`config.mk`:
```
export PLATFORM = sky130hd
export DESIGN_NAME = inputs_capture_module
export DESIGN_NICKNAME = d
export VERILOG_FILES = /design/src/rtl/inputs_capture_module.sv
export SDC_FILE = /design/constraint.sdc
export NUM_CORES = 1
export LEC_CHECK = 0
export BUFFER_PORTS_ARGS = -buffer_cell sky130_fd_sc_hd__buf_2
export CORE_MARGIN = 3
export CORE_UTILIZATION = 51
export DETAILED_ROUTE_END_ITERATION = 6
export PLACE_DENSITY_LB_ADDON = 0.1
export SLEW_MARGIN = 20
export SYNTH_ARGS = -nofsm -noshare
export SYNTH_HDL_FRONTEND = slang
export SYNTH_SLANG_ARGS = --single-unit
```
`constraint.sdc`:
```
create_clock -name clk -period 4.85 [get_ports clk]
set_clock_uncertainty 0.05 [all_clocks]
set_input_delay 0.485 -clock clk [delete_from_list [all_inputs] [get_ports clk]]
set_output_delay 0.485 -clock clk [all_outputs]
set_load 0.02 [all_outputs]
```
`src/rtl/inputs_capture_module.sv`:
```
// Input-bus snapshot unit: current/previous capture, bit reads, mask/match trigger.
// Latency: capture and read results appear one cycle after the request edge.
// Backpressure: none, accepts a capture and a read every cycle.
// Optional INPUTS_SYNC_EN: passes in_data through a 2-flop synchroniser before capture.
module inputs_capture_module #(
   parameter int WIDTH  = 32,
   parameter int ADDR_W = 5,
   parameter int CNT_W  = 16
) (
   input  logic              clk,
   input  logic              reset,
   input  logic [WIDTH-1:0]  in_data,
   input  logic              en_capture,
   input  logic              rd_en,
   input  logic [ADDR_W-1:0] addr,
   input  logic [1:0]        rd_sel,
   input  logic              arm,
   input  logic              disarm,
   input  logic [WIDTH-1:0]  trg_mask,
   input  logic [WIDTH-1:0]  trg_match,
   output logic              rd_val,
   output logic              rd_valid,
   output logic              captured,
   output logic              changed,
   output logic              trig,
   output logic [CNT_W-1:0]  cap_count
);

   typedef enum logic [1:0] {
      IDLE  = 2'd0,
      ARMED = 2'd1,
      FIRED = 2'd2
   } state_t;

   state_t           state_q;
   state_t           state_d;
   logic [WIDTH-1:0] s_in;
   logic [WIDTH-1:0] cur_q;
   logic [WIDTH-1:0] prev_q;
   logic [WIDTH-1:0] mask_q;
   logic [WIDTH-1:0] match_q;
   logic [WIDTH-1:0] eff_mask;
   logic [WIDTH-1:0] eff_match;
   logic [WIDTH-1:0] rd_src;
   logic             rd_bit;
   logic             hit;
   logic             load_trg;

`ifdef INPUTS_SYNC_EN
   logic [WIDTH-1:0] sync_q1;
   logic [WIDTH-1:0] sync_q2;

   // Two-flop synchroniser for asynchronous input sources
   always_ff @(posedge clk or posedge reset) begin
      if (reset) begin
         sync_q1 <= '0;
         sync_q2 <= '0;
      end else begin
         sync_q1 <= in_data;
         sync_q2 <= sync_q1;
      end
   end

   assign s_in = sync_q2;
`else
   assign s_in = in_data;
`endif

   // Snapshot registers, capture pulse, change flag and capture counter
   always_ff @(posedge clk or posedge reset) begin
      if (reset) begin
         cur_q     <= '0;
         prev_q    <= '0;
         captured  <= 1'b0;
         changed   <= 1'b0;
         cap_count <= '0;
      end else begin
         captured <= en_capture;
         if (en_capture) begin
            prev_q    <= cur_q;
            cur_q     <= s_in;
            changed   <= |(s_in ^ cur_q);
            cap_count <= cap_count + CNT_W'(1);
         end
      end
   end

   // Read source selection; uses pre-capture cur/prev, out-of-range addresses read 0
   always_comb begin
      rd_src = cur_q;
      case (rd_sel)
         2'd0:    rd_src = cur_q;
         2'd1:    rd_src = prev_q;
         2'd2:    rd_src = ~prev_q & cur_q;
         default: rd_src = prev_q & ~cur_q;
      endcase
      rd_bit = 1'b0;
      if (32'(addr) < WIDTH)
         rd_bit = rd_src[addr];
   end

   // Registered read result; rd_val holds when no read is requested
   always_ff @(posedge clk or posedge reset) begin
      if (reset) begin
         rd_val   <= 1'b0;
         rd_valid <= 1'b0;
      end else begin
         rd_valid <= rd_en;
         if (rd_en)
            rd_val <= rd_bit;
      end
   end

   // Trigger pattern registers; disarm suppresses a simultaneous load
   assign load_trg = arm & ~disarm;

   always_ff @(posedge clk or posedge reset) begin
      if (reset) begin
         mask_q  <= '0;
         match_q <= '0;
      end else if (load_trg) begin
         mask_q  <= trg_mask;
         match_q <= trg_match;
      end
   end

   // A capture in the arming cycle compares against the pattern being loaded
   assign eff_mask  = arm ? trg_mask  : mask_q;
   assign eff_match = arm ? trg_match : match_q;
   assign hit       = ((s_in ^ eff_match) & eff_mask) == '0;

   // Trigger FSM state register
   always_ff @(posedge clk or posedge reset) begin
      if (reset)
         state_q <= IDLE;
      else
         state_q <= state_d;
   end

   // Trigger FSM next state: disarm dominates, arm restarts from ARMED
   always_comb begin
      state_d = state_q;
      if (disarm) begin
         state_d = IDLE;
      end else if (arm) begin
         state_d = (en_capture && hit) ? FIRED : ARMED;
      end else begin
         case (state_q)
            ARMED:   if (en_capture && hit) state_d = FIRED;
            FIRED:   state_d = FIRED;
            default: state_d = IDLE;
         endcase
      end
   end

   // Trigger FSM output
   always_comb begin
      trig = (state_q == FIRED);
   end

endmodule

```
==> metrics.txt, run 1 <==
first drt pass iteration count=4; Pleak=0.00412 uW; critical-path maximum fanout=41; # Post-CTS Setup Buffers=0; share of post-route cells with drive strength above 1=0.390; detailed-route DRC error count=0; number of flops mapped to enable cells by yosys=0; Max Transition Viols Final=0; total number of vias=5504; Internal=2730 uW; Async SR Flop Fraction=1.00; slew margin rel.=0.344; setup violators final=0; worst reg2reg path depth=6; combinational share of power=0.179; ANT cells=0; htree depth=4; clock transition at the registers of the reported paths=60 ps; sequential share of power=0.426; RSZ-0062 raised after global routing=no; Worst Setup EP=rd_val$_DFFE_PP0P_; Clk Tree Root Cell=clkbuf_16; post-route ant nets=0; Worst Hold Class=primary input to async pin; Die Wd=130 um; worst-margin pin slew=983 ps; power per cell area=403 nW/um^2; max_cap viols=0; routed vias/inst=5.78; Avg Inst Size Synth=12.5 um^2; Max clock buf depth=2; Critical R2R Capture=state_q[1]$_DFFE_PP0P_; drt initial violations=272; Top cell by count, worst path=mux2i_1; GR peak layer=met2; GRT overflow=0; Post-Syn Nets=742; vias in the first global route=5686; post-route cell area=9280 um^2; io pins=130; GPL Wtd Cong=0.852; Tmin final=2210 ps; fin crit share=0.456; #FFs+latches synth=150; final number of hold-violating endpoints=0; cts bufs inserted=17; die height=130 um; leading cell type in the layout, fill and taps excluded=dfrtp_1; clock network power share=0.394; status=finished, final reports clean; grt met1 use=0.315; clock tree from TritonCTS=yes; final wirelength=19200 um; met3 Use GR=0.0589; Post-DP Area=8610 um^2; cell area after synthesis=7850 um^2; CTS Sinks=150; cell breakdown of the critical path=buf_2 > mux2i_1 > a31oi_1 > mux4_2 > mux2i_1 > a211o_1 > o311ai_1; WP data required=5090 ps; Post-DP HPWL=14300 um; critical path type=primary input to flop; Initial Util=0.530; Core Rows=44; Crit. Startpoint=rd_sel[0]; Max stage delay on crit path=730 ps; Max Fclk=0.452 GHz; Worst Path Arrival=2460 ps; fillers=1198; Cells after Synth=630; crit end category=flop; Placeable Area=14800 um^2; # hold bufs at CTS=0; Area growth, synth to finish=18.1%; VDD IR max=0.279 mV; met2 Use GR=0.386; synth unique cells=49; WL/cell=20.1 um; post-cts resize count=0; Crit Reg-Reg Startpoint=match_q[23]$_DFFE_PP0P_; Switching Fraction=0.270; largest net degree at the start of global routing=115; Global Route Usage Sum=0.237; Buffers on Ports=129; worst skew pair latency=420 ps; Synth Flop Type=dfrtp_1; Startpoint Class=primary input; setup_tns=0 ps; register area share after synthesis=0.478; most frequent cells in the layout=dfrtp_1, mux2_2, buf_2; first-pass GRT wire length=30500 um; Slowest cell on crit path=buf_2; fin nets=868; initial antenna violation count=2; r2r setup slk=2860 ps; synth warn=0; die footprint=16900 um^2; switching pwr=1010 uW
[metrics by stage]
step           instances  power (uW)  setup WS (ps)  utilization  hold slack, ps
2_1_floorplan        630        2050            279            -             431
4_1_cts              953        3760           2650        0.626             144
3_5_place_dp         921        2290           2200        0.581             418
5_1_grt              953        3910           2510        0.626             158
6_report             953        3740           2640        0.626             163
3_3_place_gp         921        2260           2270        0.581             406
[cell families after synthesis]
group / synth area share
muxes: 0.225
DFF: 0.478
xor gates and xnor gates: 0.124
and+or+nand+nor: 0.0629
AOI/OAI and AO/OA: 0.0832
buffers and inverters: 0.0228
adders and majority gates: 0.00478
[worst max-delay path, delay by kind of cell]
family          cells  cell delay, ps
compound gates      3             270
mux                 3             940
buf+inv             1             730
[per-layer routing]
| layer | vias to the layer above | routed length [um] |
|---|---|---|
| met4 | 4 | 243 |
| met2 | 123 | 9450 |
| met1 | 2776 | 8500 |
| met5 | - | 28 |
| li1 | 2579 | - |
| met3 | 22 | 972 |
[layout make-up]
type	count	area, um^2	share of cell area
Multi-Input combinational cell	449	3930	0.424
Timing Repair Buffer	132	668	0.0720
Clock buffer	20	467	0.0503
Clock inverter	12	199	0.0214
Sequential cell	150	3750	0.405
Inverter	6	30.0	0.00324
Tap cell	184	230	0.0248
[power groups by stage]
stage | logic, uW | clock network (uW) | registers, uW
after floorplan | 443 | 0 | 1600
after global placement | 656 | 0 | 1600
after detailed placement | 674 | 0 | 1610
after CTS | 678 | 1490 | 1590
after global routing | 737 | 1550 | 1620
final | 670 | 1470 | 1590
[worst min-delay path by stage]
stage / start / end / slack [ps] / cells past startpoint
5_1_grt: rd_en / rd_valid$_DFF_PP0_ / 160 / 1
4_1_cts: rd_en / rd_valid$_DFF_PP0_ / 140 / 1
2_1_floorplan: mask_q[12]$_DFFE_PP0P_ / mask_q[12]$_DFFE_PP0P_ / 430 / 1
3_5_place_dp: cap_count[15]$_DFFE_PP0P_ / cap_count[15]$_DFFE_PP0P_ / 420 / 1
6_report: reset / match_q[27]$_DFFE_PP0P_ / 160 / 2
3_3_place_gp: cap_count[15]$_DFFE_PP0P_ / cap_count[15]$_DFFE_PP0P_ / 410 / 1
[Yosys cell counts, drive strengths merged, types with 10 or more instances]
cell | instances | area (um^2)
dfrtp | 150 | 3750
mux2 | 131 | 1480
xor2 | 82 | 718
xnor2 | 29 | 254
a22oi | 28 | 210
mux2i | 24 | 240
buf | 21 | 141
a31oi | 15 | 93.8
nand3 | 15 | 75.1
nand4 | 15 | 93.8
and3 | 12 | 75.1
nand2 | 12 | 45.0
nor2 | 10 | 37.5
[registers in the layout, summed over array words and instances (netlist names)]
register / cells
state_q: 2
captured: 1
match_q: 32
cur_q: 32
cap_count: 16
changed: 1
prev_q: 32
rd_valid: 1
mask_q: 32
rd_val: 1
Note: power is estimated with default switching activity, not from simulation.
==> inputs of run 2 (changes only) <==
--- a/config.mk
+++ b/config.mk
@@ -7,7 +7,7 @@
 export LEC_CHECK = 0
 export BUFFER_PORTS_ARGS = -buffer_cell sky130_fd_sc_hd__buf_2
 export CORE_MARGIN = 3
-export CORE_UTILIZATION = 51
+export CORE_UTILIZATION = 57
 export DETAILED_ROUTE_END_ITERATION = 6
 export PLACE_DENSITY_LB_ADDON = 0.1
 export SLEW_MARGIN = 20
==> constraint.sdc (replaced) <==
create_clock -name clk -period 2.15 [get_ports clk]
set_clock_uncertainty 0.05 [all_clocks]
set_input_delay 0.215 -clock clk [delete_from_list [all_inputs] [get_ports clk]]
set_output_delay 0.215 -clock clk [all_outputs]
set_load 0.02 [all_outputs]
==> run 2 against run 1 <==
Compared with the run above: design area increased by 2.8%; power is 120% higher; sequential power grew 130%; clock power is 100% higher; combinational power is 140% higher; final cell count up 2.4%; largest power group unchanged; via count is 5.7% higher; highest routed layer unchanged; sequential cell count stayed put.
==> metrics.txt, run 2 (same netlist as run 1, synthesis figures left out) <==
Clk Tree Root Cell=clkbuf_16; Min Hold Slack=10.7 ps; setup_tns=0 ps; Worst Hold Class=primary input to flop; dpl cells=920; WP data required=2430 ps; fin cells=976; cts bufs inserted=17; die height=123 um; post-cts resize count=0; Max Fclk=0.537 GHz; die footprint=15200 um^2; Tmin final=1860 ps; initial antenna violation count=1; htree depth=4; Buffers on Ports=129; Post-DP HPWL=14200 um; worst-margin pin slew=594 ps; worst skew pair latency=420 ps; Core Rows=42; detailed-route DRC error count=0; Power Total=8150 uW; fin crit share=0.865; Hold Path End=mask_q[24]$_DFFE_PP0P_; most frequent cells in the layout=dfrtp_1, mux2_2, buf_2; Worst Path Arrival=2140 ps; final wirelength=19700 um; Crit Reg-Reg Startpoint=match_q[23]$_DFFE_PP0P_; clock transition at the registers of the reported paths=60 ps; ANT cells=0; hold path depth=2; WL/cell=20.2 um; Slowest cell on crit path=dfrtp_1; Area growth, synth to finish=21.4%; GPL Wtd Cong=0.851; Place WS=225 ps; r2r setup slk=290 ps; worst reg2reg path depth=7; Max stage delay on crit path=380 ps; Crit. Startpoint=match_q[23]$_DFFE_PP0P_; Top cell by count, worst path=o21ai_0; Global Route Usage Sum=0.267; setup violators final=0; RSZ-0062 raised after global routing=no; largest net degree at the start of global routing=112; clock tree from TritonCTS=yes; Critical R2R Capture=state_q[1]$_DFFE_PP0P_; # Post-CTS Setup Buffers=0; final number of hold-violating endpoints=0; VDD IR max=0.735 mV; hold path start=trg_mask[24]; io pins=130; fin nets=899; critical-path maximum fanout=3; Max clock buf depth=2; max_cap viols=0; GRT overflow=0; status=finished, final reports clean; post-route ant nets=0; cell breakdown of the critical path=xor2_1 > a22oi_1 > nand4_1 > nor4_1 > buf_4 > o21ai_0 > o21ai_0; critical path type=flop to flop; Placeable Area=13300 um^2; Buf+Inv Stages, Crit Path=1; power per cell area=855 nW/um^2; first-pass GRT wire length=30900 um; drt initial violations=407; total number of vias=5818; crit end category=flop; routed vias/inst=5.96; CTS Sinks=150; fillers=967; leading cell type in the layout, fill and taps excluded=dfrtp_1; PnR worst setup slack=289 ps; share of post-route cells with drive strength above 1=0.383; CP top delay family=compound AO/OA/AOI/OAI gates; Die Wd=123 um; Initial Util=0.588; vias in the first global route=5887; first drt pass iteration count=5; # hold bufs at CTS=24; Pleak=0.00425 uW; slew margin rel.=0.604; Startpoint Class=flop; Max Transition Viols Final=0
[run 2: metal layers]
metal  vias to the layer above  share of wire  GRT usage
li1                       2646              -          -
met1                      2962           0.43      0.357
met2                       182           0.50      0.435
met3                        26          0.058     0.0604
met4                         2          0.020     0.0851
met5                         -        0.00091          0
[run 2: final cells by class]
type                            count  area [um^2]  area share
Timing Repair Buffer              163         1010       0.106
Sequential cell                   150         3750       0.394
Inverter                            6         26.3     0.00276
Multi-Input combinational cell    449         3930       0.412
Clock buffer                       21          470      0.0494
Clock inverter                     11          123      0.0129
Tap cell                          176          220      0.0231
[run 2: how the worst max path moves through the flow]
| stage | cells past startpoint | end |
|---|---|---|
| CTS | 7 | state_q[1]$_DFFE_PP0P_ |
| detailed placement | 8 | rd_val$_DFFE_PP0P_ |
| global placement | 7 | rd_val$_DFFE_PP0P_ |
| global route | 7 | state_q[1]$_DFFE_PP0P_ |
| floorplan | 1 | cap_count[0]$_DFFE_PP0P_ |
| finish | 7 | state_q[1]$_DFFE_PP0P_ |
[run 2: metrics by stage]
| stage | util | area, um^2 |
|---|---|---|
| 2_1_floorplan | - | 7860 |
| 3_3_place_gp | 0.652 | 8700 |
| 3_5_place_dp | 0.652 | 8700 |
| 4_1_cts | 0.714 | 9530 |
| 5_1_grt | 0.714 | 9530 |
| 6_report | 0.714 | 9530 |
[run 2: report_power, final]
| part | switching, uW | leakage, uW | internal [uW] |
|---|---|---|---|
| Sequential | 378 | 0.00178 | 3230 |
| Clock | 1160 | 0.000294 | 1800 |
| Combinational | 764 | 0.00217 | 818 |
